===== src/rtl/dmem_arbiter.sv =====
// dmem_arbiter: lets the CPU execute stage and a host/debug port share one
// data-memory port.
// - The CPU has priority and sees zero-latency access.
// - The host gets a registered one-cycle slot (HACC), followed by a
//   completion cycle (HRSP) in which host_done pulses.
// Optional feature: define DMEM_ARB_STARVE_EN to add a starvation counter.
// With it, a host that has been blocked for STARVE_MAX cycles is forced in.
// The CPU then loses one cycle to a stall.
module dmem_arbiter #(
    parameter int AW         = 8,
    parameter int STARVE_MAX = 4
) (
    input  logic          clk,
    input  logic          rstd,
    input  logic          cpu_req,
    input  logic [AW-1:0] cpu_addr,
    input  logic [31:0]   cpu_wdata,
    input  logic [3:0]    cpu_wren_n,
    output logic [31:0]   cpu_rdata,
    output logic          cpu_stall,
    input  logic          host_req,
    input  logic          host_we,
    input  logic [AW-1:0] host_addr,
    input  logic [31:0]   host_wdata,
    output logic          host_gnt,
    output logic          host_done,
    output logic [31:0]   host_rdata,
    output logic [AW-1:0] mem_addr,
    output logic [31:0]   mem_wdata,
    output logic [3:0]    mem_wren_n,
    input  logic [31:0]   mem_rdata
);

    // The unused code 2'b11 is treated exactly like IDLE.
    typedef enum logic [1:0] {
        S_IDLE = 2'd0,
        S_HACC = 2'd1,
        S_HRSP = 2'd2
    } state_t;

    state_t        r_state;
    logic          r_host_gnt;
    logic          r_host_done;
    logic [31:0]   r_host_rdata;
    logic          w_host_own;
    logic          w_grant;

    assign w_host_own = (r_state == S_HACC);

`ifdef DMEM_ARB_STARVE_EN
    localparam logic [3:0] STARVE_LIM = 4'(STARVE_MAX);

    logic [3:0] r_starve_cnt;
    logic       w_in_idle;

    assign w_in_idle = (r_state != S_HACC) && (r_state != S_HRSP);

    // Count consecutive cycles in which the host is blocked by the CPU.
    // The count saturates at the limit and clears once the host is served
    // or withdraws its request.
    always_ff @(posedge clk or negedge rstd) begin
        if (!rstd) begin
            r_starve_cnt <= 4'd0;
        end else if (w_host_own || !host_req) begin
            r_starve_cnt <= 4'd0;
        end else if (w_in_idle && cpu_req && (r_starve_cnt != STARVE_LIM)) begin
            r_starve_cnt <= r_starve_cnt + 4'd1;
        end
    end

    assign w_grant = host_req && (!cpu_req || (r_starve_cnt == STARVE_LIM));
`else
    // Strict CPU priority: the host only gets in on cycles the CPU is idle.
    assign w_grant = host_req && !cpu_req;
`endif

    // Ownership FSM with registered grant/done flags and the host read capture.
    always_ff @(posedge clk or negedge rstd) begin
        if (!rstd) begin
            r_state      <= S_IDLE;
            r_host_gnt   <= 1'b0;
            r_host_done  <= 1'b0;
            r_host_rdata <= 32'd0;
        end else begin
            case (r_state)
                S_HACC: begin
                    r_state     <= S_HRSP;
                    r_host_gnt  <= 1'b0;
                    r_host_done <= 1'b1;
                    if (!host_we) begin
                        r_host_rdata <= mem_rdata;
                    end
                end
                S_HRSP: begin
                    // host_req is deliberately not sampled here.
                    r_state     <= S_IDLE;
                    r_host_gnt  <= 1'b0;
                    r_host_done <= 1'b0;
                end
                default: begin
                    r_state     <= w_grant ? S_HACC : S_IDLE;
                    r_host_gnt  <= w_grant;
                    r_host_done <= 1'b0;
                end
            endcase
        end
    end

    // Memory port mux.
    // A stalled CPU never drives the port, so its write enables are dropped.
    always_comb begin
        mem_addr   = cpu_addr;
        mem_wdata  = cpu_wdata;
        mem_wren_n = cpu_req ? cpu_wren_n : 4'b1111;
        if (w_host_own) begin
            mem_addr   = host_addr;
            mem_wdata  = host_wdata;
            mem_wren_n = host_we ? 4'b0000 : 4'b1111;
        end
    end

    assign cpu_rdata  = mem_rdata;
    assign cpu_stall  = cpu_req && w_host_own;
    assign host_gnt   = r_host_gnt;
    assign host_done  = r_host_done;
    assign host_rdata = r_host_rdata;

endmodule


===== config.mk =====
export PLATFORM = sky130hd
export DESIGN_NAME = dmem_arbiter
export DESIGN_NICKNAME = d
export VERILOG_FILES = /design/src/rtl/dmem_arbiter.sv
export SDC_FILE = /design/constraint.sdc
export NUM_CORES = 1
export LEC_CHECK = 0
export CORE_MARGIN = 10
export CORE_UTILIZATION = 31
export CTS_BUF_LIST = sky130_fd_sc_hd__clkbuf_4 sky130_fd_sc_hd__clkbuf_8 sky130_fd_sc_hd__clkbuf_16
export CTS_CLUSTER_SIZE = 10
export DETAILED_ROUTE_END_ITERATION = 12
export GPL_ROUTABILITY_DRIVEN = 0
export PLACE_DENSITY = 0.87
export SYNTH_ARGS = -nofsm -noshare
export SYNTH_HDL_FRONTEND = slang
export SYNTH_SLANG_ARGS = --single-unit

===== constraint.sdc =====
create_clock -name clk -period 2.25 [get_ports clk]
set_input_delay 0.225 -clock clk [delete_from_list [all_inputs] [get_ports clk]]
set_output_delay 0.225 -clock clk [all_outputs]
set_load 0.05 [all_outputs]

* After elaboration in Yosys (flattened, before gate mapping) *
Index checks and enable logic that the tools add are counted.

cells by class
  equal/unequal tests = 2
  reduce and logical (&&, ||, !) cells = 5
  bitwise logic cells = 1
  multiplexer cells = 9

operators by type and width
  operator                                                         number
  32-bit two-way mux                                               1
  4-bit two-way mux                                                3
  8-bit two-way mux                                                1
  2-bit one-hot mux with 2 select lines                            1
  1-bit two-way mux                                                3
  2-bit by 1-bit == test with 1-bit output, second input constant  1
  2-bit == test, second input constant                             1
  1-bit logical AND                                                2
  2-bit AND reduction                                              1
  2-bit OR reduction                                               1
  1-bit zero test                                                  1
  1-bit NOT                                                        1

storage, ports and cells
  bits in registers = 36
  output and inout port bits = 111
  logic and storage cells = 21
  input port bits = 121

* Longest topological paths before layout *
Gate-level depths: netlist (run 1).

  word-level depth = 4
  depth in mapped cells = 6
  depth with buffers taken out = 4

* Worst setup path before layout (run 1) *
OpenSTA, ideal clock, no wires.

  path type = register -> output
  from = reg host_done (netlist name)
  to = out mem_wren_n[0]
  required time = 2025 ps
  setup slack = 255 ps
  path buffers = 2
  arrival = 1770 ps
  stages on the path, launching flop included = 7
  path through = dfrtp_1 -> inv_1 -> ha_1 -> buf_2 -> buf_2 -> nand2_1 -> o21a_1

RTL lines
  item              line  text
  end: declaration  30    output logic [3:0] mem_wren_n,

==> results of run 1 <==
==> placed cells by master, fill, tap and decap left out <==
| master | count |
|---|---|
| and2_1 | 1 |
| buf_4 | 44 |
| nor2b_4 | 1 |
| ha_2 | 1 |
| o21a_1 | 4 |
| clkdlybuf4s50_1 | 186 |
| dfrtp_1 | 34 |
| inv_1 | 1 |
| clkbuf_8 | 6 |
| nand2b_1 | 1 |
| mux2_2 | 42 |
| clkinv_2 | 1 |
| mux2_4 | 30 |
| ha_1 | 1 |
| nor2_1 | 1 |
| clkinvlp_4 | 1 |
| nand2_1 | 2 |
| buf_12 | 5 |
==> state kept, by name (all words and copies together) (netlist names) <==
| signal | count |
|---|---|
| r_state | 1 |
| host_rdata | 32 |
| host_done | 1 |
==> how the worst min path moves through the flow <==
stage                     endpoint  cells after the start
detailed placement  host_rdata[20]                      1
global placement    host_rdata[18]                      1
finish              host_rdata[26]                      2
global route        host_rdata[22]                      2
floorplan                host_done                      0
CTS                 host_rdata[21]                      2
==> cells by family after synthesis <==
family / after synthesis / share of synthesized area [%]
compound gates: 4 / 1.37
flops: 34 / 38.7
mux: 72 / 42.0
fa+ha+maj: 2 / 1.14
simple gates: 6 / 1.37
buf+inv: 42 / 15.5
==> critical path, delay by kind of cell (launching register included) <==
family / cells / cell delay (ns)
adder cells (fa/ha/maj): 1 / 0.17
buffers and inverters: 3 / 0.58
flip-flops: 1 / 0.38
multiplexers: 1 / 0.38
==> power breakdown <==
| group | switching, mW | internal [mW] |
|---|---|---|
| Combinational | 1.33 | 0.932 |
| Clock | 0.210 | 0.246 |
| Sequential | 0.104 | 0.791 |
==> cell type report <==
| class | count | area, um^2 |
|---|---|---|
| clock buffers | 6 | 82.6 |
| clock inverters | 2 | 12.5 |
| fillers | 564 | 2450 |
| inverters | 1 | 3.75 |
| multi-input cells | 84 | 1020 |
| flip-flops and latches | 34 | 851 |
| well taps | 96 | 120 |
| repair buffers | 235 | 2290 |
==> metal layers <==
layer / part of all wire (%) / GRT usage, %
met2: 54 / 31.1
met1: 31 / 14.3
met3: 12 / 8.92
met5: 0 / 0
met4: 2.2 / 4.87
==> metrics.json, run 1 <==
{
  "run_status": {"value": "completed"},
  "die_area": {"value": 0.0109, "unit": "mm^2"},
  "cts-hold-fix-buffers": {"value": 0},
  "synth_warnings": {"value": 0},
  "critical_path_class": {"value": "reg -> out"},
  "post-route-util": {"value": 64.1, "unit": "%"},
  "number_of_remaining_drc_errors": {"value": 0},
  "max_freq": {"value": 494, "unit": "MHz"},
  "syn_nets": {"value": 283},
  "cp_slowest_stage_delay": {"value": 0.38, "unit": "ns"},
  "finalSetupViolCount": {"value": 0},
  "drt-pass1-iter-count": {"value": 4},
  "ios": {"value": 232},
  "dpl-instance-area": {"value": 0.00429, "unit": "mm^2"},
  "cts_tree": {"value": "yes"},
  "finalSetupTns": {"value": 0, "unit": "ns"},
  "timing.critical_path.slowest_stage_cell": {"value": "dfrtp_1"},
  "dpl.hpwl": {"value": 8320, "unit": "um"},
  "grt_overflow": {"value": 0},
  "crit_path_frequent_cell": {"value": "buf_4"},
  "floorplan.initialDensity": {"value": 32.2, "unit": "%"},
  "drt_wl_total": {"value": 9360, "unit": "um"},
  "crit_arrival": {"value": 1.80, "unit": "ns"},
  "placement.setup.worst_slack": {"value": 0.429, "unit": "ns"},
  "register_to_register_path_setup_slack": {"value": 0.71, "unit": "ns"},
  "leakagePower": {"value": 1.84, "unit": "nW"},
  "synth-seq-area-share": {"value": 38.7, "unit": "%"},
  "initial_drt_markers": {"value": 28},
  "n_antenna_cell": {"value": 0},
  "detailroute.via_count": {"value": 2006},
  "finalHoldViolations": {"value": 0},
  "synth_cells": {"value": 160},
  "antenna_found_initial": {"value": 0},
  "peakVddDrop": {"value": 0.354, "unit": "mV"},
  "synth.avg_cell_area": {"value": 13.7, "unit": "um^2"},
  "worstPathRequired": {"value": 2.03, "unit": "ns"},
  "synth-seq-cells": {"value": 34},
  "post_cts_buffers": {"value": 0},
  "synth_top_cells_by_area": {"value": "dfrtp_1, mux2_2, mux2_4"},
  "cts.sinks": {"value": 34},
  "floorplan.core_area": {"value": 0.00683, "unit": "mm^2"},
  "post_synthesis_instance_area": {"value": 0.00220, "unit": "mm^2"},
  "grt_pass1_wl": {"value": 14100, "unit": "um"},
  "slew_headroom": {"value": 60.2, "unit": "%"},
  "crit_path_time_final": {"value": 2.02, "unit": "ns"},
  "power-per-cell-area": {"value": 826, "unit": "mW/mm^2"},
  "grt_pass1_vias": {"value": 2375},
  "worst_slew_pin_slew": {"value": 0.595, "unit": "ns"},
  "rsz_0062_raised_after_global_routing": {"value": "false"},
  "synth_top_area_cell": {"value": "dfrtp_1"},
  "worst-r2r-cell-count": {"value": 5},
  "fin_worst_hold_slack": {"value": 0.365, "unit": "ns"},
  "synth-main-ff-cell": {"value": "dfrtp_1"},
  "final_layout_size_suffix_gt1_share": {"value": 36.2, "unit": "%"},
  "cts_max_level": {"value": 2},
  "critical_path.max_fanout": {"value": 27},
  "buffer_ports.inserted": {"value": 231},
  "grt_util_all_layers": {"value": 16.4, "unit": "%"},
  "fin_skew": {"value": 0.00299, "unit": "ns"},
  "chip_width": {"value": 104, "unit": "um"},
  "postLayoutCellArea": {"value": 0.00438, "unit": "mm^2"},
  "post-synth-top-count-cell": {"value": "mux2_2"},
  "num_rows": {"value": 30},
  "clockRootBuffer": {"value": "clkbuf_8"},
  "grt_max_degree": {"value": 35},
  "worst_setup_path_startpoint": {"value": "host_done"},
  "area_growth_from_synthesis_to_layout": {"value": 99.1, "unit": "%"},
  "routed_wire_length_per_instance": {"value": 20.4, "unit": "um"},
  "post_synth_most_frequent_cells": {"value": "mux2_2, dfrtp_1, buf_4, mux2_4, buf_2"},
  "crit_path_cell_trace": {"value": "inv_1 -> ha_2 -> buf_4 -> mux2_2 -> buf_4"},
  "async_flop_share": {"value": 100, "unit": "%"},
  "cts_repair_resize_count": {"value": 0},
  "holdCritPathClass": {"value": "in -> async"},
  "number_of_max_cap_violations": {"value": 0},
  "worst_skew_pair.late_latency": {"value": 0.27, "unit": "ns"},
  "cp-start-kind": {"value": "flop"},
  "report.final.slew_viol_count": {"value": 0},
  "clock_path_buffers": {"value": 2},
  "cts.clk_slew.worst_paths": {"value": 0.07, "unit": "ns"},
  "timing.critical_path.to_type": {"value": "output pin"},
  "synth_cell_types": {"value": 15},
  "design_power_total": {"value": 3.62, "unit": "mW"},
  "postLayoutSetupSlackWorst": {"value": 0.226, "unit": "ns"},
  "timing.critical_path.to": {"value": "mem_wdata[27]"},
  "antenna_left": {"value": 0},
  "final_net_count": {"value": 484},
  "post-route-period-util": {"value": 90.0, "unit": "%"},
  "r2r_start": {"value": "host_done"},
  "routed_via_density": {"value": 4.38},
  "r2r_end": {"value": "host_rdata[18]"},
  "dpl.cell_count": {"value": 450},
  "yosysTopAreaCellShare": {"value": 38.7, "unit": "%"},
  "tritoncts.num_buffers": {"value": 5},
  "stdcell_count": {"value": 458},
  "floorplan.die.height": {"value": 104, "unit": "um"},
  "post_synth_edffs": {"value": 0}
}
No activity file was read; power rests on OpenSTA's default activity.
==> run 2, diff against run 1 <==
- REMOVE_ABC_BUFFERS: default -> 1
==> run 2 against run 1 <==
  * Register-to-register slack hardly changed
  * Utilization is 0.073 points higher
  * Hold slack worse by 0.020 ns
  * Clock skew barely moved
  * Die area did not move
  * Worst setup slack better by 0.051 ns
  * First-iteration DRC count rose by 18%
  * Count of clock-buffer cells in the layout is 1 higher
  * Combinational power is essentially flat
  * Power rose by 0.27%
  * Cell count fell by 0.22%
  * Routed wire length fell by 1.7%
  * Largest cell class unchanged
  * Highest routed layer unchanged
==> metrics.json, run 2 (same netlist as run 1, synthesis figures left out) <==
{
  "run_status": {"value": "completed"},
  "clockRootBuffer": {"value": "clkbuf_8"},
  "slew_headroom": {"value": 63.3, "unit": "%", "change": "+3.1 points"},
  "timing.critical_path.to_type": {"value": "output pin"},
  "post-route-period-util": {"value": 87.7, "unit": "%", "change": "-2.3 points"},
  "clock_path_buffers": {"value": 2, "change": "unchanged"},
  "floorplan.die.height": {"value": 104, "unit": "um", "change": "unchanged"},
  "cts.sinks": {"value": 34, "change": "unchanged"},
  "initial_drt_markers": {"value": 33, "change": "+18%"},
  "routed_via_density": {"value": 4.36, "change": "-0.38%"},
  "largest_delay_contributor_family_on_the_critical_path": {"value": "buffers and inverters"},
  "detailroute.via_count": {"value": 1994, "change": "-0.60%"},
  "dpl.hpwl": {"value": 8010, "unit": "um", "change": "-3.8%"},
  "crit_arrival": {"value": 1.75, "unit": "ns", "change": "-0.05 ns"},
  "peakVddDrop": {"value": 0.329, "unit": "mV", "change": "-6.8%"},
  "worst_setup_path_startpoint": {"value": "host_done"},
  "power-per-cell-area": {"value": 827, "unit": "mW/mm^2", "change": "+0.15%"},
  "max_reg_flops": {"value": 32, "change": "unchanged"},
  "grt_max_degree": {"value": 44, "change": "+26%"},
  "crit_path_time_final": {"value": 1.97, "unit": "ns", "change": "-0.0507 ns"},
  "placement.setup.worst_slack": {"value": 0.423, "unit": "ns", "change": "-0.00536 ns"},
  "antenna_found_initial": {"value": 0, "change": "unchanged"},
  "path_buf_inv": {"value": 3, "change": "unchanged"},
  "finalSetupTns": {"value": 0, "unit": "ns", "change": "unchanged"},
  "nFillCells": {"value": 534, "change": "-5.3%"},
  "antenna_left": {"value": 0, "change": "unchanged"},
  "cp_slowest_stage_delay": {"value": 0.38, "unit": "ns", "change": "about the same"},
  "finalHoldViolations": {"value": 0, "change": "unchanged"},
  "drt-pass1-iter-count": {"value": 4, "change": "unchanged"},
  "n_antenna_cell": {"value": 0, "change": "unchanged"},
  "num_rows": {"value": 30, "change": "unchanged"},
  "most-common-layout-cells": {"value": "clkdlybuf4s50_1, mux2_2, buf_4"},
  "drt_wl_total": {"value": 9200, "unit": "um", "change": "-1.7%"},
  "area_growth_from_synthesis_to_layout": {"value": 99.4, "unit": "%"},
  "die_area": {"value": 0.0109, "unit": "mm^2", "change": "unchanged"},
  "register_to_register_path_setup_slack": {"value": 0.70, "unit": "ns", "change": "about the same"},
  "fin_skew": {"value": 0.00316, "unit": "ns", "change": "+0.000176 ns"},
  "critical_path_class": {"value": "reg -> out"},
  "worst_slew_pin_slew": {"value": 0.549, "unit": "ns", "change": "-0.0462 ns"},
  "worst_skew_pair.late_latency": {"value": 0.28, "unit": "ns", "change": "about the same"},
  "cts_max_level": {"value": 2, "change": "unchanged"},
  "routed_wire_length_per_instance": {"value": 20.1, "unit": "um", "change": "-1.5%"},
  "dpl-instance-area": {"value": 0.00429, "unit": "mm^2", "change": "+0.12%"},
  "leakagePower": {"value": 1.84, "unit": "nW", "change": "+0.13%"},
  "chip_width": {"value": 104, "unit": "um", "change": "unchanged"},
  "ios": {"value": 232, "change": "unchanged"},
  "final_net_count": {"value": 483, "change": "-0.21%"},
  "post-route-util": {"value": 64.2, "unit": "%", "change": "+0.073 points"},
  "grt_pass1_vias": {"value": 2342, "change": "-1.4%"},
  "rsz_0062_raised_after_global_routing": {"value": "false"},
  "grt_util_all_layers": {"value": 16.3, "unit": "%", "change": "-0.10 points"},
  "r2r_end": {"value": "host_rdata[18]"},
  "number_of_remaining_drc_errors": {"value": 0, "change": "unchanged"},
  "most_frequent_standard_cell_in_the_layout_excluding_fill_and_tap_cells": {"value": "clkdlybuf4s50_1"},
  "grt_overflow": {"value": 0, "change": "unchanged"},
  "report.final.slew_viol_count": {"value": 0, "change": "unchanged"},
  "tritoncts.num_buffers": {"value": 5, "change": "unchanged"},
  "floorplan.core_area": {"value": 0.00683, "unit": "mm^2", "change": "unchanged"},
  "design_power_total": {"value": 3.63, "unit": "mW", "change": "+0.27%"},
  "postLayoutCellArea": {"value": 0.00439, "unit": "mm^2", "change": "+0.11%"},
  "finalSetupViolCount": {"value": 0, "change": "unchanged"},
  "cts_tree": {"value": "yes"},
  "cp-start-kind": {"value": "flop"},
  "postLayoutSetupSlackWorst": {"value": 0.277, "unit": "ns", "change": "+0.0507 ns"},
  "cts.clk_slew.worst_paths": {"value": 0.07, "unit": "ns", "change": "about the same"},
  "number_of_max_cap_violations": {"value": 0, "change": "unchanged"},
  "worstPathRequired": {"value": 2.03, "unit": "ns", "change": "about the same"},
  "worst-r2r-cell-count": {"value": 5, "change": "unchanged"},
  "critical_path.max_fanout": {"value": 43, "change": "+59%"},
  "grt_pass1_wl": {"value": 14100, "unit": "um", "change": "about the same"},
  "timing.critical_path.slowest_stage_cell": {"value": "dfrtp_1"},
  "r2r_start": {"value": "host_done"},
  "cts_repair_resize_count": {"value": 0, "change": "unchanged"},
  "floorplan.initialDensity": {"value": 32.2, "unit": "%", "change": "unchanged"},
  "cts-hold-fix-buffers": {"value": 0, "change": "unchanged"},
  "buffer_ports.inserted": {"value": 231, "change": "unchanged"},
  "post_cts_buffers": {"value": 0, "change": "unchanged"},
  "holdCritPathClass": {"value": "in -> async"},
  "final_layout_size_suffix_gt1_share": {"value": 36.0, "unit": "%", "change": "-0.18 points"},
  "crit_path_cell_trace": {"value": "inv_1 -> ha_2 -> buf_12 -> mux2_2 -> buf_4"},
  "max_freq": {"value": 507, "unit": "MHz", "change": "+2.6%"}
}
## run 2: worst max-delay path by stage
stage,to,cells after the start,slack [ns]
floorplan,host_rdata[17],3,-1.44
global route,mem_wren_n[1],6,0.17
detailed placement,cpu_rdata[7],2,0.42
global placement,cpu_rdata[7],2,0.46
finish,mem_wdata[2],5,0.28
CTS,mem_wdata[10],5,0.24
## run 2: area by class of cell
class,count,area (um^2),share of cell area (%)
clock buffers,7,90.1,2.05
clock inverters,1,5.00,0.114
inverters,1,3.75,0.0856
multi-input cells,84,1020,23.2
flip-flops and latches,34,851,19.4
well taps,96,120,2.74
repair buffers,234,2300,52.4
## run 2: worst reg2reg max path, stage by stage, from the launching register on
cell and delay, ns:
dfrtp_1 0.38, inv_1 0.08, ha_1 0.16, nor2b_4 0.16, buf_12 0.25, mux2_2 0.40
## run 2: through the flow
stage               cells  hold WS [ns]
finish                457         0.345
floorplan             119       -0.0706
global route          457         0.380
global placement      449         0.490
detailed placement    449         0.491
CTS                   457         0.354
## run 2: layer usage
metal	vias up	global-route usage, %	share of wire [%]
li1	922	-	-
met1	916	15.2	35
met2	149	29.1	51
met3	7	9.73	13
met4	0	4.77	1.5
met5	-	0	0
## run 2: report_power, final
part           switching [mW]  internal, mW
logic                    1.33         0.935
registers               0.105         0.792
clock network           0.208         0.259
